[src/rtl/width_pack_arb.sv]
// ============================================================================
// width_pack_arb : 4-way round-robin arbiter feeding 16-beat frames of 24-bit
//                  beats into a 24-to-128 packer. Optional macro ARB_TIMEOUT_EN
//                  pads a stalled frame with zero beats after TIMEOUT cycles.
// Revision: 1.0
// ============================================================================
`default_nettype none

module width_pack_arb #(
    parameter int TIMEOUT = 8
) (
    input  logic        clk,
    input  logic        rstn,
    input  logic [3:0]  req_valid,
    input  logic [95:0] req_data,
    output logic [3:0]  req_ready,
    output logic        pk_validin,
    output logic [23:0] pk_datain,
    output logic [1:0]  grant_id,
    output logic        frame_done,
    output logic        busy,
    output logic        err_timeout
);

    typedef enum logic [1:0] {
        IDLE  = 2'd0,
        GRANT = 2'd1
`ifdef ARB_TIMEOUT_EN
        , PAD = 2'd2
`endif
    } state_t;

    state_t      r_state;
    logic [3:0]  r_beat_cnt;
    logic [1:0]  r_last_grant;
    logic [1:0]  w_rr_pick;
    logic [1:0]  w_rr_idx;
    logic        w_rr_hit;
    logic        w_xfer;
    logic [23:0] w_owner_data;
`ifdef ARB_TIMEOUT_EN
    logic [7:0]  r_idle_cnt;
`endif

    if (TIMEOUT < 1 || TIMEOUT > 255) begin : g_timeout_range_check
        $error("width_pack_arb: TIMEOUT must be within 1..255");
    end

    // Search starts one past the previous owner; k==4 wraps back to it last.
    always_comb begin
        w_rr_pick = r_last_grant;
        w_rr_idx  = r_last_grant;
        w_rr_hit  = 1'b0;
        for (int k = 1; k <= 4; k++) begin
            w_rr_idx = r_last_grant + 2'(k);
            if (!w_rr_hit && req_valid[w_rr_idx]) begin
                w_rr_hit  = 1'b1;
                w_rr_pick = w_rr_idx;
            end
        end
    end

    assign w_xfer       = (r_state == GRANT) && req_valid[grant_id];
    assign w_owner_data = req_data[24*grant_id +: 24];
    assign req_ready    = (r_state == GRANT) ? (4'b0001 << grant_id) : 4'b0000;
    assign busy         = (r_state != IDLE);

`ifndef ARB_TIMEOUT_EN
    assign err_timeout = 1'b0;
`endif

    always_ff @(posedge clk or negedge rstn) begin
        if (!rstn) begin
            r_state      <= IDLE;
            r_beat_cnt   <= 4'd0;
            r_last_grant <= 2'd3;
            pk_validin   <= 1'b0;
            pk_datain    <= 24'd0;
            grant_id     <= 2'd0;
            frame_done   <= 1'b0;
`ifdef ARB_TIMEOUT_EN
            err_timeout  <= 1'b0;
            r_idle_cnt   <= 8'd0;
`endif
        end else begin
            pk_validin  <= 1'b0;
            frame_done  <= 1'b0;
`ifdef ARB_TIMEOUT_EN
            err_timeout <= 1'b0;
`endif
            case (r_state)
                IDLE: begin
                    if (w_rr_hit) begin
                        grant_id <= w_rr_pick;
                        r_state  <= GRANT;
                    end
                end
                GRANT: begin
                    if (w_xfer) begin
                        pk_validin <= 1'b1;
                        pk_datain  <= w_owner_data;
                        r_beat_cnt <= r_beat_cnt + 4'd1;
`ifdef ARB_TIMEOUT_EN
                        r_idle_cnt <= 8'd0;
`endif
                        if (r_beat_cnt == 4'd15) begin
                            r_state      <= IDLE;
                            r_last_grant <= grant_id;
                            frame_done   <= 1'b1;
                        end
                    end
`ifdef ARB_TIMEOUT_EN
                    else if (r_idle_cnt == 8'(TIMEOUT - 1)) begin
                        r_idle_cnt  <= 8'd0;
                        r_state     <= PAD;
                        err_timeout <= 1'b1;
                    end else begin
                        r_idle_cnt <= r_idle_cnt + 8'd1;
                    end
`endif
                end
`ifdef ARB_TIMEOUT_EN
                // Zero beats complete the frame so the packer phase stays aligned.
                PAD: begin
                    pk_validin <= 1'b1;
                    pk_datain  <= 24'd0;
                    r_beat_cnt <= r_beat_cnt + 4'd1;
                    if (r_beat_cnt == 4'd15) begin
                        r_state      <= IDLE;
                        r_last_grant <= grant_id;
                        frame_done   <= 1'b1;
                    end
                end
`endif
                default: r_state <= IDLE;
            endcase
        end
    end

endmodule

`default_nettype wire

[config.mk]
export PLATFORM = sky130hd
export DESIGN_NAME = width_pack_arb
export DESIGN_NICKNAME = d
export VERILOG_FILES = /design/src/rtl/width_pack_arb.sv
export SDC_FILE = /design/constraint.sdc
export NUM_CORES = 1
export LEC_CHECK = 0
export ABC_CLOCK_PERIOD_IN_PS = 2800
export CORE_UTILIZATION = 40
export CTS_BUF_LIST = sky130_fd_sc_hd__clkbuf_4 sky130_fd_sc_hd__clkbuf_8
export CTS_CLUSTER_SIZE = 20
export DETAILED_ROUTE_END_ITERATION = 8
export GPL_ROUTABILITY_DRIVEN = 0
export PLACE_DENSITY = 0.88
export SYNTH_ARGS = -nofsm -noshare
export SYNTH_HDL_FRONTEND = slang
export SYNTH_SLANG_ARGS = --single-unit
[constraint.sdc]
create_clock -name clk -period 2.8 [get_ports clk]
set_clock_uncertainty 0.15 [all_clocks]
set_input_delay 0.56 -clock clk [delete_from_list [all_inputs] [get_ports clk]]
set_output_delay 0.56 -clock clk [all_outputs]
set_load 0.02 [all_outputs]
==> impl_table.tex, run 1 <==
\begin{tabular}{lr}
\hline
Metric & Value \\
\hline
\multicolumn{2}{l}{\textbf{STA}} \\
Final number of max-transition violations & 0 \\
RSZ-0062 raised after global routing & no \\
Period Utilization, post-route & 0.910 \\
Final worst setup slack & between 200 and 300 ps \\
Max-Slew Margin vs Limit & 0.491 \\
Max frequency & 393 MHz \\
Summed negative setup slack over all endpoints & 0 ps \\
Min Clock Period, post-route & 2550 ps \\
Final count of negative-setup-slack endpoints & 0 \\
Least-Margin Pin Slew & between 700 and 800 ps \\
Hold violation count in the final report & 0 \\
\multicolumn{2}{l}{\textbf{Finish}} \\
Leading cell type in the layout, fill and taps excluded & sky130\_fd\_sc\_hd\_\_clkdlybuf4s50\_1 \\
Net count of the finished layout & approximately 370 \\
Fillers & about 340 \\
Ratio of cells with drive above 1 in the final layout & 0.251 \\
Layout-stage area growth over the synthesis result & 71.2\% \\
Number of antenna diodes & 0 \\
Commonest non-fill, non-tap cells in the layout & sky130\_fd\_sc\_hd\_\_clkdlybuf4s50\_1, sky130\_fd\_sc\_hd\_\_dfrtp\_1, sky130\_fd\_sc\_hd\_\_mux4\_2 \\
\multicolumn{2}{l}{\textbf{Routing}} \\
Wirelength per Cell & between 15 and 20 um \\
Routed via count & between 1500 and 2000 \\
Final ANT Viol Nets & 0 \\
DR iter-0 viols & between 50 and 60 \\
Total Wirelength & approximately 5.5 mm \\
Via density per instance & just over 5 \\
Count of unresolved DRC violations after routing & 0 \\
DRT Pass-1 Iters & 4 \\
\multicolumn{2}{l}{\textbf{Worst setup path}} \\
Setup crit end kind & output port \\
Worst setup SP type & flip-flop \\
Data required, critical path & about 2100 ps \\
Slowest CP cell & sky130\_fd\_sc\_hd\_\_clkdlybuf4s50\_1 \\
Worst-path cell chain & buf\_4 > clkdlybuf4s50\_1 \\
Crit path max fanout & 21 \\
Category of the most critical setup path & flip-flop to output port \\
Arr. time, crit path & around 1800 ps \\
Largest incremental delay on the critical path & 660 ps \\
\multicolumn{2}{l}{\textbf{Clocking}} \\
Htree depth & 2 \\
Num CTS Buffers & 5 \\
Post-CTS resize count & 0 \\
Insertion delay to the later sink of the worst-skew pair & 290 ps \\
TritonCTS clock tree & done \\
\# hold bufs at CTS & 0 \\
Clock Pin Slew Worst Setup and Hold Paths & roughly 70 ps \\
Postcts setup bufs & 0 \\
Clock Tree Root & sky130\_fd\_sc\_hd\_\_clkbuf\_8 \\
Longest Clk Path Bufs & 2 \\
Clk sink count & 35 \\
\multicolumn{2}{l}{\textbf{Logic synthesis}} \\
Sequential area share after synthesis & 0.423 \\
Largest cells by area after synthesis & sky130\_fd\_sc\_hd\_\_dfrtp\_1, sky130\_fd\_sc\_hd\_\_mux4\_2, sky130\_fd\_sc\_hd\_\_mux2\_2, sky130\_fd\_sc\_hd\_\_mux2\_4, sky130\_fd\_sc\_hd\_\_dfstp\_2 \\
Cell area after technology mapping & between 0.002 and 0.0025 mm\^{}2 \\
Count of state elements after synthesis & 35 \\
Cell type contributing the most total cell area after synthesis & sky130\_fd\_sc\_hd\_\_dfrtp\_1 \\
Synthesized instance count & about 130 \\
Share of Yosys cell area claimed by the top area cell type & 0.398 \\
Number of different library cells in the post-synthesis netlist & 31 \\
Synth warn & 0 \\
Synth Net Count & roughly 240 \\
Synthesized area divided by synthesized cell count & 15.7 um\^{}2 \\
\multicolumn{2}{l}{\textbf{Place}} \\
Hpwl dp & 4.28 mm \\
Setup WS pre-CTS & about 430 ps \\
Count of input and output buffers & 134 \\
\multicolumn{2}{l}{\textbf{Global route}} \\
Overflow left after global routing & 0 \\
Global-route wire length before repair & roughly 8.6 mm \\
Via count of the first global-routing pass & roughly 1800 \\
Pin count of the biggest net entering global routing & 36 \\
Total routing usage reported by global routing & 0.214 \\
Number of antenna violations at the first check in global routing & 0 \\
\multicolumn{2}{l}{\textbf{Job}} \\
Number of max-cap violations & 0 \\
\multicolumn{2}{l}{\textbf{Power and ir drop}} \\
Proportion of power drawn by flip-flops and latches & 0.277 \\
Total power divided by cell area & about 1000 mW/mm\^{}2 \\
Peak supply drop & 0.773 mV \\
Internal power summed over all cells & 0.00233 W \\
Clock network fraction of total power & 0.105 \\
Static Leak & between 1 and 1.5 nW \\
Portion of total power attributed to combinational logic & 0.618 \\
Switching power summed over all nets & 0.00130 W \\
Proportion of total power due to net switching & 0.358 \\
\multicolumn{2}{l}{\textbf{Floorplan}} \\
Overall die width & around 74 um \\
Die height & 74.1 um \\
Starting Density & 0.428 \\
Area of the die & around 0.0055 mm\^{}2 \\
Number of placement rows & 25 \\
CORE AREA & 0.00485 mm\^{}2 \\
Top-level I/O count & roughly 140 \\
\multicolumn{2}{l}{\textbf{Run status}} \\
Result of the run & finished clean \\
\multicolumn{2}{l}{\textbf{Worst hold path}} \\
Worst hold-check path type & input pin to async pin \\
\hline
\end{tabular}
==> cells in the mapped netlist (all sizes together) <==
| cell | instances |
|---|---|
| a21oi | 1 |
| a22oi | 1 |
| and4 | 1 |
| buf | 9 |
| clkbuf | 2 |
| conb | 1 |
| dfrtp | 33 |
| dfstp | 2 |
| ha | 1 |
| inv | 4 |
| mux2 | 28 |
| mux2i | 2 |
| mux4 | 24 |
| nand2 | 3 |
| nand2b | 1 |
| nand3b | 1 |
| nand4 | 1 |
| nor2 | 7 |
| nor4 | 1 |
| o21a | 2 |
| o221ai | 2 |
| o22ai | 2 |
| xnor2 | 2 |
| xor2 | 1 |
==> per-layer routing <==
layer / share of wire / GRT usage / vias to the layer above / routed length, um
met5: 0 / 0 / - / 0
met4: 0.0090 / 0.0662 / 0 / 50
met3: 0.084 / 0.0772 / 5 / 465
met2: 0.52 / 0.381 / 85 / 2890
met1: 0.39 / 0.239 / 845 / 2140
li1: - / - / 781 / -
==> area by class of cell <==
class | instances | area, um^2 | share of cell area
clock inverters | 1 | 5.00 | 0.00141
inverters | 4 | 15.0 | 0.00422
flip-flops and latches | 35 | 880 | 0.247
repair buffers | 138 | 1380 | 0.388
well taps | 67 | 83.8 | 0.0236
multi-input cells | 82 | 1100 | 0.310
clock buffers | 7 | 90.1 | 0.0253
==> metrics by stage <==
step	std cells	hold slack, ps	util	total power [W]	cell area [um^2]
3_5_place_dp	326	313	0.714	0.00327	3460
5_1_grt	334	240	0.733	0.00385	3560
6_report	334	194	0.733	0.00362	3560
3_3_place_gp	326	322	0.714	0.00322	3460
4_1_cts	334	209	0.733	0.00367	3560
2_1_floorplan	132	114	-	0.00245	2080
==> flip-flops by register name, summed over array words and instances, names as in the netlist <==
name and count:
r_state 1, r_last_grant 2, grant_id 2, pk_validin 1, pk_datain 24, r_beat_cnt 4
frame_done 1
==> worst max-delay path, delay by kind of cell (launching register included) <==
kind,cells,cell delay (ps)
buffers and inverters,2,1010
DFF,1,530
==> final timing paths <==
check,from,endpoint,slack [ps],depth (start not counted)
worst min-delay path,rstn,r_beat_cnt[3]$_DFFE_PN0P_,190,1
max in group asynchronous,rstn,grant_id[0]$_DFFE_PN0P_,1770,1
worst max register to register,grant_id[0]$_DFFE_PN0P_,r_last_grant[0]$_DFFE_PN1P_,680,5
min in group clk,r_beat_cnt[3]$_DFFE_PN0P_,r_beat_cnt[3]$_DFFE_PN0P_,330,1
worst max-delay path,grant_id[1]$_DFFE_PN0P_,grant_id[1],250,2
worst min register to register,r_beat_cnt[3]$_DFFE_PN0P_,r_beat_cnt[3]$_DFFE_PN0P_,330,1
==> power by group through the flow <==
stage | Clock (W) | Sequential, W | Combinational, W
floorplan | 0 | 0.00118 | 0.00127
global placement | 0 | 0.000996 | 0.00222
detailed placement | 0 | 0.00101 | 0.00226
CTS | 0.000394 | 0.00101 | 0.00227
global route | 0.000420 | 0.00105 | 0.00238
finish | 0.000381 | 0.00100 | 0.00224
==> kinds of logic (layout without fill, tap and decap cells) <==
kind of cell	count (synthesis)	after routing	synth area share
mux	54	54	0.442
flops	35	35	0.423
simple gates	15	15	0.0349
buf+inv	15	150	0.0494
compound gates	8	8	0.0307
xor+xnor	3	3	0.0127
fa+ha+maj	1	1	0.00602
other cells	1	1	0.00181
Power figures use the tool's default switching activity.
==> run 2, diff against run 1 <==
Settings changed: GPL_TIMING_DRIVEN from default to 0.
==> impl_table.tex, run 2 (synthesized netlist as in run 1, its figures left out) <==
\begin{tabular}{lr}
\hline
Metric & Value \\
\hline
\multicolumn{2}{l}{\textbf{Worst setup path}} \\
Critical path's top delay family & buffers and inverters \\
Bufs and invs on worst path & 3 (+1) \\
Crit path max fanout & 10 (-52\%) \\
Slowest CP cell & sky130\_fd\_sc\_hd\_\_clkdlybuf4s50\_1 \\
Setup crit end kind & output port \\
Category of the most critical setup path & flip-flop to output port \\
Worst-path cell chain & buf\_2 > inv\_1 > nor2\_1 > clkdlybuf4s50\_1 \\
Worst setup SP type & flip-flop \\
Arr. time, crit path & 1880 ps (+40 ps) \\
Largest incremental delay on the critical path & 610 ps (-50 ps) \\
Data required, critical path & 2090 ps (about the same) \\
\multicolumn{2}{l}{\textbf{Job}} \\
Number of max-cap violations & 0 (unchanged) \\
\multicolumn{2}{l}{\textbf{Power and ir drop}} \\
Static Leak & 1.45 nW (+1.9\%) \\
Peak supply drop & 0.725 mV (-6.2\%) \\
Total power divided by cell area & 1020 mW/mm\^{}2 (about the same) \\
Power Total & 0.00365 W (+0.80\%) \\
\multicolumn{2}{l}{\textbf{STA}} \\
Least-Margin Pin Slew & 779 ps (+15.5 ps) \\
Final number of max-transition violations & 0 (unchanged) \\
Period Utilization, post-route & 0.925 (+0.0150) \\
Max-Slew Margin vs Limit & 0.481 (-0.0104) \\
Max frequency & 386 MHz (-1.6\%) \\
RSZ-0062 raised after global routing & no \\
Summed negative setup slack over all endpoints & 0 ps (unchanged) \\
Min Clock Period, post-route & 2590 ps (+42.0 ps) \\
Final count of negative-setup-slack endpoints & 0 (unchanged) \\
Hold violation count in the final report & 0 (unchanged) \\
\multicolumn{2}{l}{\textbf{Floorplan}} \\
Die height & 74.1 um (unchanged) \\
Starting Density & 0.428 (unchanged) \\
Number of placement rows & 25 (unchanged) \\
CORE AREA & 0.00485 mm\^{}2 (unchanged) \\
Overall die width & 74.1 um (unchanged) \\
Area of the die & 0.00548 mm\^{}2 (unchanged) \\
Top-level I/O count & 136 (unchanged) \\
\multicolumn{2}{l}{\textbf{Finish}} \\
Commonest non-fill, non-tap cells in the layout & sky130\_fd\_sc\_hd\_\_clkdlybuf4s50\_1, sky130\_fd\_sc\_hd\_\_dfrtp\_1, sky130\_fd\_sc\_hd\_\_mux4\_2 \\
Layout-stage area growth over the synthesis result & 72.7\% \\
Net count of the finished layout & 376 (+1.9\%) \\
Ratio of cells with drive above 1 in the final layout & 0.259 (+0.00819) \\
Register with the most flip-flops & pk\_datain \\
Number of antenna diodes & 0 (unchanged) \\
Leading cell type in the layout, fill and taps excluded & sky130\_fd\_sc\_hd\_\_clkdlybuf4s50\_1 \\
Largest registers & pk\_datain (24), r\_beat\_cnt (4) \\
Max FFs per register & 24 (unchanged) \\
\multicolumn{2}{l}{\textbf{Clocking}} \\
Num CTS Buffers & 5 (unchanged) \\
Post-CTS resize count & 0 (unchanged) \\
Clock Tree Root & sky130\_fd\_sc\_hd\_\_clkbuf\_8 \\
TritonCTS clock tree & done \\
Insertion delay to the later sink of the worst-skew pair & 290 ps (about the same) \\
Clk sink count & 35 (unchanged) \\
Clock Pin Slew Worst Setup and Hold Paths & 70 ps (about the same) \\
Postcts setup bufs & 0 (unchanged) \\
\# hold bufs at CTS & 0 (unchanged) \\
Longest Clk Path Bufs & 2 (unchanged) \\
Htree depth & 2 (unchanged) \\
\multicolumn{2}{l}{\textbf{Routing}} \\
Final ANT Viol Nets & 0 (unchanged) \\
Count of unresolved DRC violations after routing & 0 (unchanged) \\
Routed via count & 1750 (+2.0\%) \\
Wirelength per Cell & 16.4 um (-0.96\%) \\
Total Wirelength & 5.61 mm (+1.1\%) \\
DRT Pass-1 Iters & 4 (unchanged) \\
Via density per instance & 5.13 (-0.11\%) \\
DR iter-0 viols & 53 (-3.6\%) \\
\multicolumn{2}{l}{\textbf{Global route}} \\
Pin count of the biggest net entering global routing & 36 (unchanged) \\
Overflow left after global routing & 0 (unchanged) \\
Number of antenna violations at the first check in global routing & 0 (unchanged) \\
Global-route wire length before repair & 8.65 mm (+0.89\%) \\
Total routing usage reported by global routing & 0.214 (about the same) \\
Via count of the first global-routing pass & 1842 (+0.77\%) \\
\multicolumn{2}{l}{\textbf{Run status}} \\
Result of the run & finished clean \\
\multicolumn{2}{l}{\textbf{Place}} \\
Count of input and output buffers & 134 (unchanged) \\
Hpwl dp & 4.52 mm (+5.5\%) \\
\multicolumn{2}{l}{\textbf{Worst hold path}} \\
Worst hold-check path type & input pin to async pin \\
\hline
\end{tabular}
run 2: final timing paths:
check / slack (ps) / cells past startpoint / start / endpoint
max: 210 / 4 / grant_id[0]$_DFFE_PN0P_ / req_ready[1]
min: 200 / 1 / rstn / grant_id[1]$_DFFE_PN0P_
max reg2reg: 850 / 6 / grant_id[1]$_DFFE_PN0P_ / pk_datain[17]$_DFFE_PN0P_
min reg2reg: 330 / 1 / r_beat_cnt[3]$_DFFE_PN0P_ / r_beat_cnt[3]$_DFFE_PN0P_
max in group asynchronous: 1810 / 1 / rstn / pk_datain[0]$_DFFE_PN0P_
min in group clk: 330 / 1 / r_beat_cnt[3]$_DFFE_PN0P_ / r_beat_cnt[3]$_DFFE_PN0P_
run 2: power by group:
part | internal (W) | switching [W] | total (W)
Combinational | 0.00137 | 0.000966 | 0.00234
Clock | 0.000194 | 0.000179 | 0.000373
Sequential | 0.000780 | 0.000159 | 0.000940
run 2: layout make-up:
type	count	area (um^2)
Multi-Input combinational cell	82	1100
Timing Repair Buffer	134	1340
Tap cell	67	83.8
Inverter	4	15.0
Buffer	11	87.6
Clock buffer	7	83.8
Sequential cell	35	878
Clock inverter	1	5.00
Fill cell	341	1260
run 2: per-layer routing:
layer	vias up	GRT usage	share of wire
li1	792	-	-
met1	859	0.246	0.37
met2	87	0.374	0.52
met3	12	0.0664	0.081
met4	0	0.0812	0.022
met5	-	0	0
run 2: worst reg2reg max path: cells and delay by family (launching register included):
family / cells / cell delay [ps]
multiplexers: 1 / 340
flip-flops: 1 / 370
AO/OA/AOI/OAI: 1 / 170
AND/OR/NAND/NOR: 1 / 190
buffers and inverters: 3 / 610
run 2: per-stage QoR:
step                      utilization  std cells  instance area [um^2]  setup WS (ps)  hold slack [ps]
after global routing            0.740        341                  3590           89.8              276
after global placement          0.722        333                  3500            251              305
after detailed placement        0.721        333                  3500            275              315
after CTS                       0.740        341                  3590            195              217
final                           0.740        341                  3590            210              199
after floorplan                     -        132                  2080            899              114
